==> src/rtl/ram_block_master_pkg.sv <==
// Shared types and default sizing for the RAM block master (FILL / COPY / CHECK engine).
// Default geometry matches the 5120-word on-chip RAM.
package ram_block_master_pkg;

  localparam int ADDR_W_DEF = 13;
  localparam int DATA_W_DEF = 32;
  localparam int DEPTH_DEF  = 5120;
  localparam int LEN_W_DEF  = 14;

  typedef enum logic [1:0] {
    OP_FILL  = 2'd0,
    OP_COPY  = 2'd1,
    OP_CHECK = 2'd2,
    OP_RSVD  = 2'd3
  } op_t;

  typedef enum logic [2:0] {
    S_IDLE    = 3'd0,
    S_FILL_WR = 3'd1,
    S_RD      = 3'd2,
    S_CAP     = 3'd3,
    S_WR      = 3'd4,
    S_CHK     = 3'd5,
    S_DONE    = 3'd6
  } state_t;

endpackage

==> src/rtl/ram_block_master_if.sv <==
// Avalon-MM bus between the block master and a single-port RAM slave.
// Slave has fixed 1-cycle read latency and no waitrequest.
interface ram_block_master_if #(
  parameter int ADDR_W = 13,
  parameter int DATA_W = 32
);
  logic [ADDR_W-1:0]   address;
  logic [DATA_W/8-1:0] byteenable;
  logic                chipselect;
  logic                write;
  logic [DATA_W-1:0]   writedata;
  logic                clken;
  logic [DATA_W-1:0]   readdata;

  modport master (
    output address, byteenable, chipselect, write, writedata, clken,
    input  readdata
  );

  modport slave (
    input  address, byteenable, chipselect, write, writedata, clken,
    output readdata
  );
endinterface

==> src/rtl/ram_addr_wrap_ctr.sv <==
// Loadable word pointer that steps by one and wraps DEPTH-1 -> 0.
// Latency: new value visible the cycle after load/inc; no backpressure.
module ram_addr_wrap_ctr #(
  parameter int ADDR_W = 13,
  parameter int DEPTH  = 5120
) (
  input  logic              clk,
  input  logic              reset,
  input  logic              load,
  input  logic [ADDR_W-1:0] load_val,
  input  logic              inc,
  output logic [ADDR_W-1:0] ptr
);

  logic [ADDR_W-1:0] load_wrapped;

  // Out-of-range start addresses fold back into the RAM once.
  always_comb begin
    load_wrapped = load_val;
    if (int'(load_val) >= DEPTH) begin
      load_wrapped = load_val - ADDR_W'(DEPTH);
    end
  end

  always_ff @(posedge clk) begin
    if (reset) begin
      ptr <= '0;
    end else if (load) begin
      ptr <= load_wrapped;
    end else if (inc) begin
      ptr <= (ptr == ADDR_W'(DEPTH - 1)) ? '0 : ptr + ADDR_W'(1);
    end
  end

endmodule

==> src/rtl/ram_block_master.sv <==
// Avalon-MM block engine: FILL (1 cyc/word), COPY (3 cyc/word), CHECK (2 cyc/word); done 1 cycle after last word.
// No backpressure: slave never stalls; cmd_start is ignored unless idle. Optional RAM_BLOCK_MASTER_CHECKSUM_EN adds checksum.
module ram_block_master
  import ram_block_master_pkg::*;
#(
  parameter int ADDR_W = ADDR_W_DEF,
  parameter int DATA_W = DATA_W_DEF,
  parameter int DEPTH  = DEPTH_DEF,
  parameter int LEN_W  = LEN_W_DEF
) (
  input  logic              clk,
  input  logic              reset,
  input  logic              cmd_start,
  input  logic [1:0]        cmd_op,
  input  logic [ADDR_W-1:0] cmd_src,
  input  logic [ADDR_W-1:0] cmd_dst,
  input  logic [LEN_W-1:0]  cmd_len,
  input  logic [DATA_W-1:0] cmd_pattern,
  output logic              busy,
  output logic              done,
  output logic              err,
  output logic [LEN_W-1:0]  mismatch_cnt,
`ifdef RAM_BLOCK_MASTER_CHECKSUM_EN
  output logic [DATA_W-1:0] checksum,
`endif
  ram_block_master_if.master avm
);

  state_t            state, state_nxt;
  op_t               op_q;
  logic [DATA_W-1:0] pattern_q;
  logic [DATA_W-1:0] data_q;
  logic [LEN_W-1:0]  remain;
  logic [ADDR_W-1:0] src_ptr, dst_ptr;
  logic              accept, bad_cmd, last_word;
  logic              src_inc, dst_inc;
  logic              cs, wr;
  logic [ADDR_W-1:0] addr;
  logic [DATA_W-1:0] wdat;

  assign accept    = (state == S_IDLE) && cmd_start;
  assign bad_cmd   = (op_t'(cmd_op) == OP_RSVD) || (cmd_len > LEN_W'(DEPTH));
  assign last_word = (remain == LEN_W'(1));

  ram_addr_wrap_ctr #(.ADDR_W(ADDR_W), .DEPTH(DEPTH)) u_src_ctr (
    .clk      (clk),
    .reset    (reset),
    .load     (accept),
    .load_val (cmd_src),
    .inc      (src_inc),
    .ptr      (src_ptr)
  );

  ram_addr_wrap_ctr #(.ADDR_W(ADDR_W), .DEPTH(DEPTH)) u_dst_ctr (
    .clk      (clk),
    .reset    (reset),
    .load     (accept),
    .load_val (cmd_dst),
    .inc      (dst_inc),
    .ptr      (dst_ptr)
  );

  always_ff @(posedge clk) begin
    if (reset) begin
      state <= S_IDLE;
    end else begin
      state <= state_nxt;
    end
  end

  always_comb begin
    state_nxt = state;
    unique case (state)
      S_IDLE: begin
        if (accept) begin
          if (bad_cmd || (cmd_len == '0)) begin
            state_nxt = S_DONE;
          end else if (op_t'(cmd_op) == OP_FILL) begin
            state_nxt = S_FILL_WR;
          end else begin
            state_nxt = S_RD;
          end
        end
      end
      S_FILL_WR: state_nxt = last_word ? S_DONE : S_FILL_WR;
      S_RD:      state_nxt = (op_q == OP_COPY) ? S_CAP : S_CHK;
      S_CAP:     state_nxt = S_WR;
      S_WR:      state_nxt = last_word ? S_DONE : S_RD;
      S_CHK:     state_nxt = last_word ? S_DONE : S_RD;
      S_DONE:    state_nxt = S_IDLE;
      default:   state_nxt = S_IDLE;
    endcase
  end

  always_comb begin
    cs      = 1'b0;
    wr      = 1'b0;
    addr    = '0;
    wdat    = '0;
    busy    = 1'b0;
    done    = 1'b0;
    src_inc = 1'b0;
    dst_inc = 1'b0;
    unique case (state)
      S_FILL_WR: begin
        cs      = 1'b1;
        wr      = 1'b1;
        addr    = dst_ptr;
        wdat    = pattern_q;
        busy    = 1'b1;
        dst_inc = 1'b1;
      end
      S_RD: begin
        cs      = 1'b1;
        addr    = src_ptr;
        busy    = 1'b1;
        src_inc = 1'b1;
      end
      S_WR: begin
        cs      = 1'b1;
        wr      = 1'b1;
        addr    = dst_ptr;
        wdat    = data_q;
        busy    = 1'b1;
        dst_inc = 1'b1;
      end
      S_CAP, S_CHK: busy = 1'b1;
      S_DONE:       done = 1'b1;
      default: ;
    endcase
  end

  assign avm.chipselect = cs;
  assign avm.write      = wr;
  assign avm.address    = addr;
  assign avm.writedata  = wdat;
  assign avm.byteenable = '1;
  assign avm.clken      = 1'b1;

  always_ff @(posedge clk) begin
    if (reset) begin
      op_q         <= OP_FILL;
      pattern_q    <= '0;
      data_q       <= '0;
      remain       <= '0;
      err          <= 1'b0;
      mismatch_cnt <= '0;
    end else begin
      if (accept) begin
        op_q         <= op_t'(cmd_op);
        pattern_q    <= cmd_pattern;
        remain       <= cmd_len;
        err          <= bad_cmd;
        mismatch_cnt <= '0;
      end
      if (state == S_CAP) begin
        data_q <= avm.readdata;
      end
      // One word retires in each write or compare cycle.
      if ((state == S_FILL_WR) || (state == S_WR) || (state == S_CHK)) begin
        remain <= remain - LEN_W'(1);
      end
      if ((state == S_CHK) && (avm.readdata != pattern_q) && (mismatch_cnt != '1)) begin
        mismatch_cnt <= mismatch_cnt + LEN_W'(1);
      end
    end
  end

`ifdef RAM_BLOCK_MASTER_CHECKSUM_EN
  always_ff @(posedge clk) begin
    if (reset) begin
      checksum <= '0;
    end else if (accept) begin
      checksum <= '0;
    end else if (wr) begin
      checksum <= checksum + wdat;
    end else if (state == S_CHK) begin
      checksum <= checksum + avm.readdata;
    end
  end
`endif

endmodule

==> src/flat_wrapper.sv <==
// flat-port wrapper written by rule: the top's interface ports become plain ports
module ram_block_master_flat import ram_block_master_pkg::*;
#(
  parameter int ADDR_W = ADDR_W_DEF,
  parameter int DATA_W = DATA_W_DEF,
  parameter int DEPTH  = DEPTH_DEF,
  parameter int LEN_W  = LEN_W_DEF
)
  (clk, reset, cmd_start, cmd_op, cmd_src, cmd_dst, cmd_len, cmd_pattern, busy, done, err, mismatch_cnt, avm_address, avm_byteenable, avm_chipselect, avm_write, avm_writedata, avm_clken, avm_readdata);
  ram_block_master_if #(.ADDR_W(ADDR_W), .DATA_W(DATA_W)) avm_i ();
  input  logic clk;
  input  logic reset;
  input  logic cmd_start;
  input  logic [1:0] cmd_op;
  input  logic [ADDR_W-1:0] cmd_src;
  input  logic [ADDR_W-1:0] cmd_dst;
  input  logic [LEN_W-1:0] cmd_len;
  input  logic [DATA_W-1:0] cmd_pattern;
  output logic busy;
  output logic done;
  output logic err;
  output logic [LEN_W-1:0] mismatch_cnt;
  output wire logic [$bits(avm_i.address)-1:0] avm_address;
  output wire logic [$bits(avm_i.byteenable)-1:0] avm_byteenable;
  output wire logic [$bits(avm_i.chipselect)-1:0] avm_chipselect;
  output wire logic [$bits(avm_i.write)-1:0] avm_write;
  output wire logic [$bits(avm_i.writedata)-1:0] avm_writedata;
  output wire logic [$bits(avm_i.clken)-1:0] avm_clken;
  input wire logic [$bits(avm_i.readdata)-1:0] avm_readdata;
  assign avm_address = avm_i.address;
  assign avm_byteenable = avm_i.byteenable;
  assign avm_chipselect = avm_i.chipselect;
  assign avm_write = avm_i.write;
  assign avm_writedata = avm_i.writedata;
  assign avm_clken = avm_i.clken;
  assign avm_i.readdata = avm_readdata;
  ram_block_master #(.ADDR_W(ADDR_W), .DATA_W(DATA_W), .DEPTH(DEPTH), .LEN_W(LEN_W)) u_core (.clk(clk), .reset(reset), .cmd_start(cmd_start), .cmd_op(cmd_op), .cmd_src(cmd_src), .cmd_dst(cmd_dst), .cmd_len(cmd_len), .cmd_pattern(cmd_pattern), .busy(busy), .done(done), .err(err), .mismatch_cnt(mismatch_cnt), .avm(avm_i));
endmodule
==> config.mk <==
export PLATFORM = sky130hd
export DESIGN_NAME = ram_block_master_flat
export DESIGN_NICKNAME = d
export VERILOG_FILES = /design/src/rtl/ram_block_master_pkg.sv /design/src/rtl/ram_block_master_if.sv /design/src/rtl/ram_addr_wrap_ctr.sv /design/src/rtl/ram_block_master.sv /design/src/flat_wrapper.sv
export SDC_FILE = /design/constraint.sdc
export NUM_CORES = 1
export LEC_CHECK = 0
export CAP_MARGIN = 15
export CORE_MARGIN = 2
export CORE_UTILIZATION = 53
export DETAILED_ROUTE_END_ITERATION = 7
export PLACE_DENSITY = 0.87
export SLEW_MARGIN = 20
export SYNTH_ARGS = -nofsm -noshare
export SYNTH_HDL_FRONTEND = slang
export SYNTH_SLANG_ARGS = --single-unit
==> constraint.sdc <==
create_clock -name clk -period 6.1 [get_ports clk]
set_input_delay 0.915 -clock clk [delete_from_list [all_inputs] [get_ports clk]]
set_output_delay 0.915 -clock clk [all_outputs]
set_load 0.01 [all_outputs]
==> results of run 1 <==
-- worst max path at each step --
stage	startpoint	endpoint	slack [ns]	cells past startpoint
2_1_floorplan	u_core.state[2]	avm_address[0]	3.35	7
3_3_place_gp	avm_readdata[25]	u_core.mismatch_cnt[0]	2.47	7
3_5_place_dp	u_core.state[2]	avm_address[10]	2.42	7
4_1_cts	u_core.state[2]	avm_address[10]	1.97	7
5_1_grt	u_core.state[2]	avm_address[10]	1.73	7
6_report	u_core.state[2]	avm_address[10]	1.97	7
-- worst max-delay path, stage by stage (launching register included) --
cell and delay, ns:
dfxtp_1 0.72, nor3b_2 0.27, buf_4 0.38, nor2_1 0.26
inv_1 0.38, nand2_1 0.13, o21ai_0 0.09, clkdlybuf4s50_1 0.56
-- final cells by class --
class	instances	area, µm²	area share (%)
multi-input combinational	662	3840	42.6
clock buffer	20	467	5.18
inverter	18	67.6	0.750
timing repair buffer	180	1780	19.7
clock inverter	12	168	1.86
sequential	124	2480	27.5
tap	168	210	2.33
-- cells by family (layout without fill, tap and decap cells) --
kind of cell               after synthesis  in the layout  synth area share, %
adders and majority gates                9              9                 1.70
xor gates and xnor gates                39             39                 5.16
muxes                                    3              3                0.473
other                                    1              5               0.0567
DFF                                    124            124                 37.5
AOI/OAI and AO/OA                      261            261                 25.8
buffers and inverters                   79            230                 5.01
and+or+nand+nor                        345            345                 24.3
-- per-layer routing --
metal / track usage [%] / wire length (µm) / vias to the layer above
met2: 47.1 / 9200 / 356
met1: 38.1 / 8430 / 3309
met4: 13.1 / 444 / 0
met5: 0 / 0 / -
li1: - / - / 3380
met3: 5.60 / 1610 / 39
-- state kept, by name, indices dropped and copies added, names as in the netlist --
name                  flops
u_core.remain            14
u_core.op_q               2
u_core.data_q            32
u_core.pattern_q         32
u_core.u_src_ctr.ptr     13
u_core.u_dst_ctr.ptr     13
u_core.state              3
u_core.mismatch_cnt      14
u_core.err                1
-- stage by stage --
step | total power [mW] | util (%) | setup slack [ns] | hold WS [ns]
2_1_floorplan | 2.00 | - | 3.35 | 0.436
3_3_place_gp | 2.40 | 69.2 | 2.47 | 0.441
3_5_place_dp | 2.43 | 69.2 | 2.42 | 0.447
4_1_cts | 3.52 | 74.4 | 1.97 | 0.454
5_1_grt | 3.72 | 74.4 | 1.73 | 0.477
6_report | 3.53 | 74.4 | 1.97 | 0.454
-- report_power, final --
part,internal [mW],switching [mW]
logic,0.500,0.766
clock network,0.712,0.369
registers,0.973,0.210
-- layout by cell type, fill, tap and decap left out, types with 8 or more instances in the layout --
master | Yosys | routed
ha_1 | 9 | 9
a221oi_1 | 8 | 8
nand2_1 | 174 | 173
nand2b_1 | 11 | 11
and3_1 | 9 | 9
nor2_1 | 40 | 39
xor2_1 | 33 | 33
o211ai_1 | 12 | 12
a21oi_1 | 110 | 110
dfxtp_1 | 124 | 124
nor3_1 | 21 | 21
buf_4 | 6 | 9
nor4_1 | 19 | 19
inv_1 | 18 | 18
clkdlybuf4s50_1 | 0 | 171
nand3_1 | 30 | 30
a31oi_1 | 12 | 12
o21ai_0 | 29 | 29
a22o_1 | 44 | 44
clkbuf_16 | 0 | 17
==> summary.md, run 1 <==
| Metric | Value |
|---|---|
| Die W | 116 µm |
| Post-Route WL | 19.7 mm |
| Die area | 13400 µm² |
| GRT overflow | 0 |
| I/O Pins | 178 |
| Clk_skew | 0.00821 ns |
| Via-to-Cell Ratio | 5.98 |
| CTS clk-pin slew, worst paths | 0.05 ns |
| Top-count cell post-synth | nand2_1 |
| CP Max Fanout | 33 |
| Area of placed instances | 8380 µm² |
| Number of remaining DRC errors | 0 |
| Post-Syn Instances | 861 |
| Required time of the critical path | 5.18 ns |
| CTS sink cnt | 124 |
| CTS tree | done |
| CP Class | reg -> out |
| Root Driver | clkbuf_16 |
| Post-CTS setup buffers | 0 |
| P per Cell Area | 392 nW/µm² |
| Synth unique cells | 65 |
| EDFF count, synth | 0 |
| Top cell type's share of synthesized area | 37.5% |
| Via count | 7084 |
| ANT cells | 0 |
| R2R depth | 7 |
| Crit end category | primary output |
| Final nets | 1121 |
| Synth area leader | dfxtp_1 |
| Share of async-settable or async-resettable flops after synthesis | 0% |
| Dpl cells | 1152 |
| Main area contributors after synthesis | dfxtp_1 (38%), nand2_1 (9.9%), a21oi_1 (8.3%) |
| Synthesized area per cell | 7.69 µm² |
| Number of global-route vias before repair | 6512 |
| RSZ-0062 raised after global routing | false |
| Hold Path Depth | 2 |
| Detailed Place HPWL | 13.3 mm |
| Antenna violations before repair | 0 |
| CORE AREA | 12100 µm² |
| Mapped Area | 6620 µm² |
| Layout Cells excl Fill | 1184 |
| Post-route ant nets | 0 |
| Reg2reg setup slack | 3.19 ns |
| Final instance area | 9010 µm² |
| Critical R2R Launch | u_core.state[1] |
| TritonCTS Buffers | 17 |
| Status | completed |
| Max Fclk | 242 MHz |
| CTS max path bufs | 2 |
| Main flop type after synthesis | dfxtp_1 |
| #FFs+latches synth | 124 |
| R2r endpoint | u_core.remain[9] |
| Fill cells | 959 |
| GPL Wtd Cong | 0.892 |
| Die Span Y | 116 µm |
| Leakage | 3.25 nW |
| Worst-Skew Late Latency | 0.42 ns |
| Share of layout cells above drive strength 1 | 5.91% |
| Setup TNS Final | 0 ns |
| Max-slew violation count | 0 |
| Rows | 40 |
| Synth top cells by count | nand2_1 (174), dfxtp_1 (124), a21oi_1 (110) |
| HP Class | reg -> reg |
| Post-route minimum period | 4.13 ns |
| H-Tree Level Count | 4 |
| TritonRoute pass-1 iters | 7 |
| Max Cap Viol | 0 |
| DRT iter0 DRCs | 668 |
| Final Hold Fails | 0 |
| Largest net degree at the start of global routing | 71 |
| Crit share post-route | 67.7% |
| Port Buf Inserts | 172 |
| Cts repair resizes | 0 |
| Wire length per cell | 16.6 µm |
| Final setup viols | 0 |
| Rel. slew slack | 40.6% |
| Crit start category | flip-flop |
| Hold_sp | u_core.data_q[28] |
| Arrival time of the worst setup path | 3.22 ns |
| Global Route Usage Sum | 29.2% |
| First-pass GRT wire length | 31.1 mm |
| Initial Util | 54.6% |
| Worst hold path endpoint | u_core.data_q[28] |
| Hold buffers post-CTS | 0 |
| Warnings, synthesis | 0 |
| Area grow syn2layout | 36.2% |
| Least-Margin Pin Slew | 0.883 ns |
| Sequential-to-total area share from yosys stat | 37.5% |
| VDD IR max | 0.000309 V |
Note: power is estimated with default switching activity, not from simulation.
==> inputs of run 2 (changes only) <==
--- a/config.mk
+++ b/config.mk
@@ -7,9 +7,9 @@
 export LEC_CHECK = 0
 export CAP_MARGIN = 15
 export CORE_MARGIN = 2
-export CORE_UTILIZATION = 53
+export CORE_UTILIZATION = 49
 export DETAILED_ROUTE_END_ITERATION = 7
-export PLACE_DENSITY = 0.87
+export PLACE_DENSITY = 0.81
 export SLEW_MARGIN = 20
 export SYNTH_ARGS = -nofsm -noshare
 export SYNTH_HDL_FRONTEND = slang
==> constraint.sdc (replaced) <==
create_clock -name clk -period 4.1 [get_ports clk]
set_input_delay 0.615 -clock clk [delete_from_list [all_inputs] [get_ports clk]]
set_output_delay 0.615 -clock clk [all_outputs]
set_load 0.01 [all_outputs]
==> summary.md, run 2 (synthesized netlist as in run 1, its figures left out) <==
| Metric | Value |
|---|---|
| Hold buffers post-CTS | 0 (unchanged) |
| Pre-CTS WS | 0.798 ns (-1.62 ns) |
| Slowest CP cell | dfxtp_1 |
| HP Class | reg -> reg |
| Die W | 120 µm (+3.9%) |
| Number of remaining DRC errors | 0 (unchanged) |
| Least-Margin Pin Slew | 0.899 ns (+0.0154 ns) |
| Post-Route WL | 19.5 mm (-0.72%) |
| Post-route minimum period | 3.44 ns |
| Critical R2R Launch | u_core.pattern_q[25] |
| Setup TNS Final | 0 ns (unchanged) |
| Number of global-route vias before repair | 6488 (-0.37%) |
| Top flop regs | u_core.data_q (32), u_core.pattern_q (32) |
| Max stage delay on crit path | 0.74 ns (+0.02 ns) |
| Detailed Place HPWL | 13.2 mm (-0.24%) |
| R2R depth | 6 (-1) |
| DRT iter0 DRCs | 575 (-14%) |
| Arrival time of the worst setup path | 2.83 ns (-0.39 ns) |
| Setup crit start | u_core.state[2] |
| CP Cell Sequence | nor3b_2, nor2_1, buf_4, inv_1, nand2_1, o21ai_0, clkdlybuf4s50_1 |
| RSZ-0062 raised after global routing | false |
| TritonRoute pass-1 iters | 5 (-2) |
| Largest net degree at the start of global routing | 71 (unchanged) |
| CTS clk-pin slew, worst paths | 0.05 ns (about the same) |
| Fill cells | 1107 (+15%) |
| Status | completed |
| TritonCTS Buffers | 17 (unchanged) |
| Rows | 42 (+5.0%) |
| Util after Layout | 68.3% (-6.1 points) |
| Wire length per cell | 16.4 µm (-1.5%) |
| Setup ws final | 0.659 ns (-1.31 ns) |
| P per Cell Area | 573 nW/µm² (+46%) |
| Crit end category | primary output |
| Most common cell after layout, fill and taps aside | nand2_1 |
| Final nets | 1123 (+0.18%) |
| Max-slew violation count | 0 (unchanged) |
| CTS max path bufs | 2 (unchanged) |
| Die Span Y | 120 µm (+3.9%) |
| H-Tree Level Count | 4 (unchanged) |
| GPL Wtd Cong | 0.898 (+0.72%) |
| VDD IR max | 0.000338 V (+9.5%) |
| Worst-Skew Late Latency | 0.41 ns (about the same) |
| GRT overflow | 0 (unchanged) |
| CP Class | reg -> out |
| I/O Pins | 178 (unchanged) |
| Rel. slew slack | 39.9% (-0.70 points) |
| Crit start category | flip-flop |
| Share of layout cells above drive strength 1 | 5.70% (-0.20 points) |
| Cts repair resizes | 0 (unchanged) |
| Clk_skew | 0.00899 ns (+0.000779 ns) |
| Hold Path Depth | 2 (unchanged) |
| CORE AREA | 13200 µm² (+8.9%) |
| Most frequent cells in the layout | nand2_1 (173), clkdlybuf4s50_1 (171), dfxtp_1 (124) |
| Leakage | 3.24 nW (-0.40%) |
| Post-CTS setup buffers | 0 (unchanged) |
| Final Hold Fails | 0 (unchanged) |
| Required time of the critical path | 3.48 ns (-1.70 ns) |
| Via count | 6994 (-1.3%) |
| Global Route Usage Sum | 27.0% (-2.2 points) |
| ANT cells | 0 (unchanged) |
| Max Cap Viol | 0 (unchanged) |
| CTS sink cnt | 124 (unchanged) |
| Post-route ant nets | 0 (unchanged) |
| First-pass GRT wire length | 31.5 mm (+1.2%) |
| Initial Util | 50.2% (-4.5 points) |
| Die area | 14500 µm² (+7.9%) |
| Max Fclk | 291 MHz |
| Antenna violations before repair | 0 (unchanged) |
| Root Driver | clkbuf_16 |
| CP Max Fanout | 21 (-36%) |
| Crit share post-route | 83.9% |
| Hold_sp | u_core.data_q[25] |
| CTS tree | done |
| Port Buf Inserts | 172 (unchanged) |
| Area grow syn2layout | 36.1% (about the same) |
| Final setup viols | 0 (unchanged) |
| Via-to-Cell Ratio | 5.86 (-2.0%) |
-- run 2: worst max-delay path, delay by kind of cell, from the launching register on --
kind / cells / cell delay [ns]
simple gates: 3 / 0.48
flops: 1 / 0.74
buf+inv: 3 / 1.08
compound gates: 1 / 0.11
-- run 2: power breakdown --
part	internal [mW]	leakage, nW	switching, mW
Combinational	0.773	1.94	1.15
Sequential	1.45	1.01	0.307
Clock	0.969	0.293	0.512
-- run 2: final timing paths --
path	to	slack, ns
worst min-delay path	u_core.data_q[25]	0.45
worst max register to register	u_core.mismatch_cnt[0]	1.47
worst min register to register	u_core.data_q[25]	0.45
worst max-delay path	avm_address[10]	0.66
-- run 2: cell type report --
type                    instances  area (µm²)  share of cell area, %
clock buffers                  25         505                   5.61
clock inverters                 6        83.8                  0.931
inverters                      18        67.6                  0.750
multi-input cells             662        3840                   42.6
flip-flops and latches        124        2480                   27.6
well taps                     176         220                   2.45
repair buffers                182        1810                   20.1
-- run 2: metal layers --
| metal | track usage [%] | share of wire, % | vias to the layer above |
|---|---|---|---|
| met5 | 0 | 0 | - |
| met4 | 7.92 | 1.6 | 0 |
| met3 | 6.13 | 6.2 | 27 |
| met2 | 43.4 | 47 | 280 |
| met1 | 36.3 | 45 | 3298 |
| li1 | - | - | 3389 |
-- run 2: through the flow --
| stage | instances | power, mW | hold slack (ns) | area, µm² |
|---|---|---|---|---|
| floorplan | 865 | 2.98 | 0.436 | 6630 |
| global placement | 1162 | 3.62 | 0.441 | 8420 |
| detailed placement | 1162 | 3.66 | 0.448 | 8420 |
| CTS | 1193 | 5.16 | 0.455 | 9010 |
| global route | 1193 | 5.47 | 0.468 | 9010 |
| finish | 1193 | 5.16 | 0.452 | 9010 |
==> inputs of run 3 (changes only) <==
==> constraint.sdc (replaced) <==
create_clock -name clk -period 3.56 [get_ports clk]
set_input_delay 0.534 -clock clk [delete_from_list [all_inputs] [get_ports clk]]
set_output_delay 0.534 -clock clk [all_outputs]
set_load 0.01 [all_outputs]
==> summary.md, run 3 (synthesized netlist as in run 1, its figures left out) <==
| Metric | Value |
|---|---|
| CTS tree | done |
| Overall power | 6.11 mW (+18%) |
| Detailed Place HPWL | 13.4 mm (+1.2%) |
| CP Class | reg -> out |
| Slowest CP cell | dfxtp_1 |
| CP Cell Sequence | nor3b_2, nor2_2, inv_1, a22o_1, clkdlybuf4s50_1 |
| Hold buffers post-CTS | 0 (unchanged) |
| Setup TNS Final | 0 ns (unchanged) |
| Arrival time of the worst setup path | 2.65 ns (-0.18 ns) |
| Wire length per cell | 16.7 µm (+1.7%) |
| Final Hold Fails | 0 (unchanged) |
| Hold_sp | u_core.data_q[27] |
| Status | completed |
| Post-Route WL | 19.9 mm (+2.0%) |
| H-Tree Level Count | 4 (unchanged) |
| Port Buf Inserts | 172 (unchanged) |
| First-pass GRT wire length | 32.2 mm (+2.1%) |
| CTS clk-pin slew, worst paths | 0.06 ns (about the same) |
| Share of layout cells above drive strength 1 | 6.27% (+0.57 points) |
| Switching power | 2.31 mW (+17%) |
| TritonCTS Buffers | 17 (unchanged) |
| CTS sink cnt | 124 (unchanged) |
| Top flop regs | u_core.data_q (32), u_core.pattern_q (32) |
| Fill cells | 1092 (-1.4%) |
| Max-slew violation count | 0 (unchanged) |
| R2R depth | 6 (unchanged) |
| Crit end category | primary output |
| CP Buf/Inv Count | 2 (-1) |
| Post-route minimum period | 3.18 ns |
| Number of global-route vias before repair | 6592 (+1.6%) |
| Max Cap Viol | 0 (unchanged) |
| VDD IR max | 0.000412 V (+22%) |
| Crit share post-route | 89.4% |
| Final setup viols | 0 (unchanged) |
| Number of remaining DRC errors | 0 (unchanged) |
| Rel. slew slack | 39.4% (-0.47 points) |
| Max stage delay on crit path | 0.68 ns (-0.06 ns) |
| Via-to-Cell Ratio | 5.83 (-0.51%) |
| Post-route ant nets | 0 (unchanged) |
| Clock share of power | 30.5% (+1.8 points) |
| Worst hold path endpoint | u_core.data_q[27] |
| Critical path depth | 5 (-2) |
| Rows | 42 (unchanged) |
| Post-CTS setup buffers | 0 (unchanged) |
| Least-Margin Pin Slew | 0.900 ns (+0.00197 ns) |
| Cts repair resizes | 0 (unchanged) |
| TritonRoute pass-1 iters | 7 (+2) |
| HP Class | reg -> reg |
| Worst-Skew Late Latency | 0.42 ns (about the same) |
| Net Sw Frac | 37.8% (-0.45 points) |
| P per Cell Area | 674 nW/µm² (+18%) |
| Register share of total power | 32.5% (-1.5 points) |
| CTS max path bufs | 2 (unchanged) |
| Int Power | 3.80 mW (+19%) |
| Required time of the critical path | 3.03 ns (-0.45 ns) |
| Most frequent cells in the layout | nand2_1 (173), clkdlybuf4s50_1 (171), dfxtp_1 (124) |
| Root Driver | clkbuf_16 |
| I/O Pins | 178 (unchanged) |
| Reg2reg setup slack | 0.78 ns (-0.69 ns) |
| CORE AREA | 13200 µm² (unchanged) |
| GRT overflow | 0 (unchanged) |
| ANT cells | 0 (unchanged) |
| Leakage | 3.28 nW (+1.1%) |
| Via count | 6982 (-0.17%) |
| Die W | 120 µm (unchanged) |
| Area grow syn2layout | 37.1% |
| Die Span Y | 120 µm (unchanged) |
| Max Fclk | 314 MHz |
| Crit start category | flip-flop |
| RSZ-0062 raised after global routing | false |
| Critical R2R Launch | u_core.pattern_q[25] |
| Top delay family on crit path | buffers and inverters |
| Most common cell after layout, fill and taps aside | nand2_1 |
| CP Max Fanout | 18 (-14%) |
| Hold Path Depth | 2 (unchanged) |
| Initial Util | 50.2% (unchanged) |
| Clk_skew | 0.00702 ns (-0.00197 ns) |
| R2r endpoint | u_core.mismatch_cnt[0] |
| Global Route Usage Sum | 27.6% (+0.68 points) |
| DRT iter0 DRCs | 591 (+2.8%) |
| Comb pwr share | 37.0% (-0.3 points) |
| GPL Wtd Cong | 0.867 (-3.5%) |
| Die area | 14500 µm² (unchanged) |
| Antenna violations before repair | 0 (unchanged) |
| Final nets | 1126 (+0.27%) |
| Largest net degree at the start of global routing | 81 (+14%) |
-- run 3: worst min-delay path, delay by kind of cell, from the launching register on --
family | cells | cell delay (ns)
compound gates | 1 | 0.05
flops | 1 | 0.31
simple gates | 1 | 0.05
-- run 3: worst max path at each step --
stage / from / endpoint / slack (ns)
final: u_core.state[0] / avm_address[1] / 0.38
after global routing: u_core.state[0] / avm_address[1] / 0.18
after CTS: u_core.state[0] / avm_address[1] / 0.13
after detailed placement: avm_readdata[25] / u_core.mismatch_cnt[0] / 0.19
after global placement: avm_readdata[25] / u_core.mismatch_cnt[0] / 0.30
after floorplan: u_core.state[2] / avm_address[0] / 1.19
-- run 3: power by group through the flow --
stage               sequential (mW)  clock [mW]  combinational, mW
detailed placement             2.00           0               2.22
CTS                            1.97        1.88               2.24
global route                   2.03        1.94               2.50
floorplan                      1.90           0               1.54
finish                         1.98        1.87               2.26
global placement               1.99           0               2.18
-- run 3: area by class of cell --
cell class | count | area (µm²) | share of cell area, %
multi-input cells | 662 | 3840 | 42.4
flip-flops and latches | 124 | 2480 | 27.4
well taps | 176 | 220 | 2.43
clock inverters | 13 | 196 | 2.17
repair buffers | 185 | 1830 | 20.2
clock buffers | 19 | 433 | 4.77
inverters | 18 | 67.6 | 0.745
-- run 3: through the flow --
step | util, % | setup WS (ns) | cells | cell area (µm²) | hold slack (ns)
after global routing | 68.8 | 0.177 | 1197 | 9070 | 0.468
final | 68.8 | 0.376 | 1197 | 9070 | 0.452
after detailed placement | 64.0 | 0.195 | 1165 | 8440 | 0.446
after floorplan | - | 1.19 | 865 | 6630 | 0.436
after global placement | 64.0 | 0.303 | 1165 | 8440 | 0.441
after CTS | 68.8 | 0.130 | 1197 | 9070 | 0.454
-- run 3: layer usage --
metal  vias up  share of wire, %  GRT usage, %
li1       3392                 -             -
met1      3281                45          37.0
met2       259                46          43.9
met3        50               5.7          5.09
met4         0               3.2          11.8
met5         -                 0             0
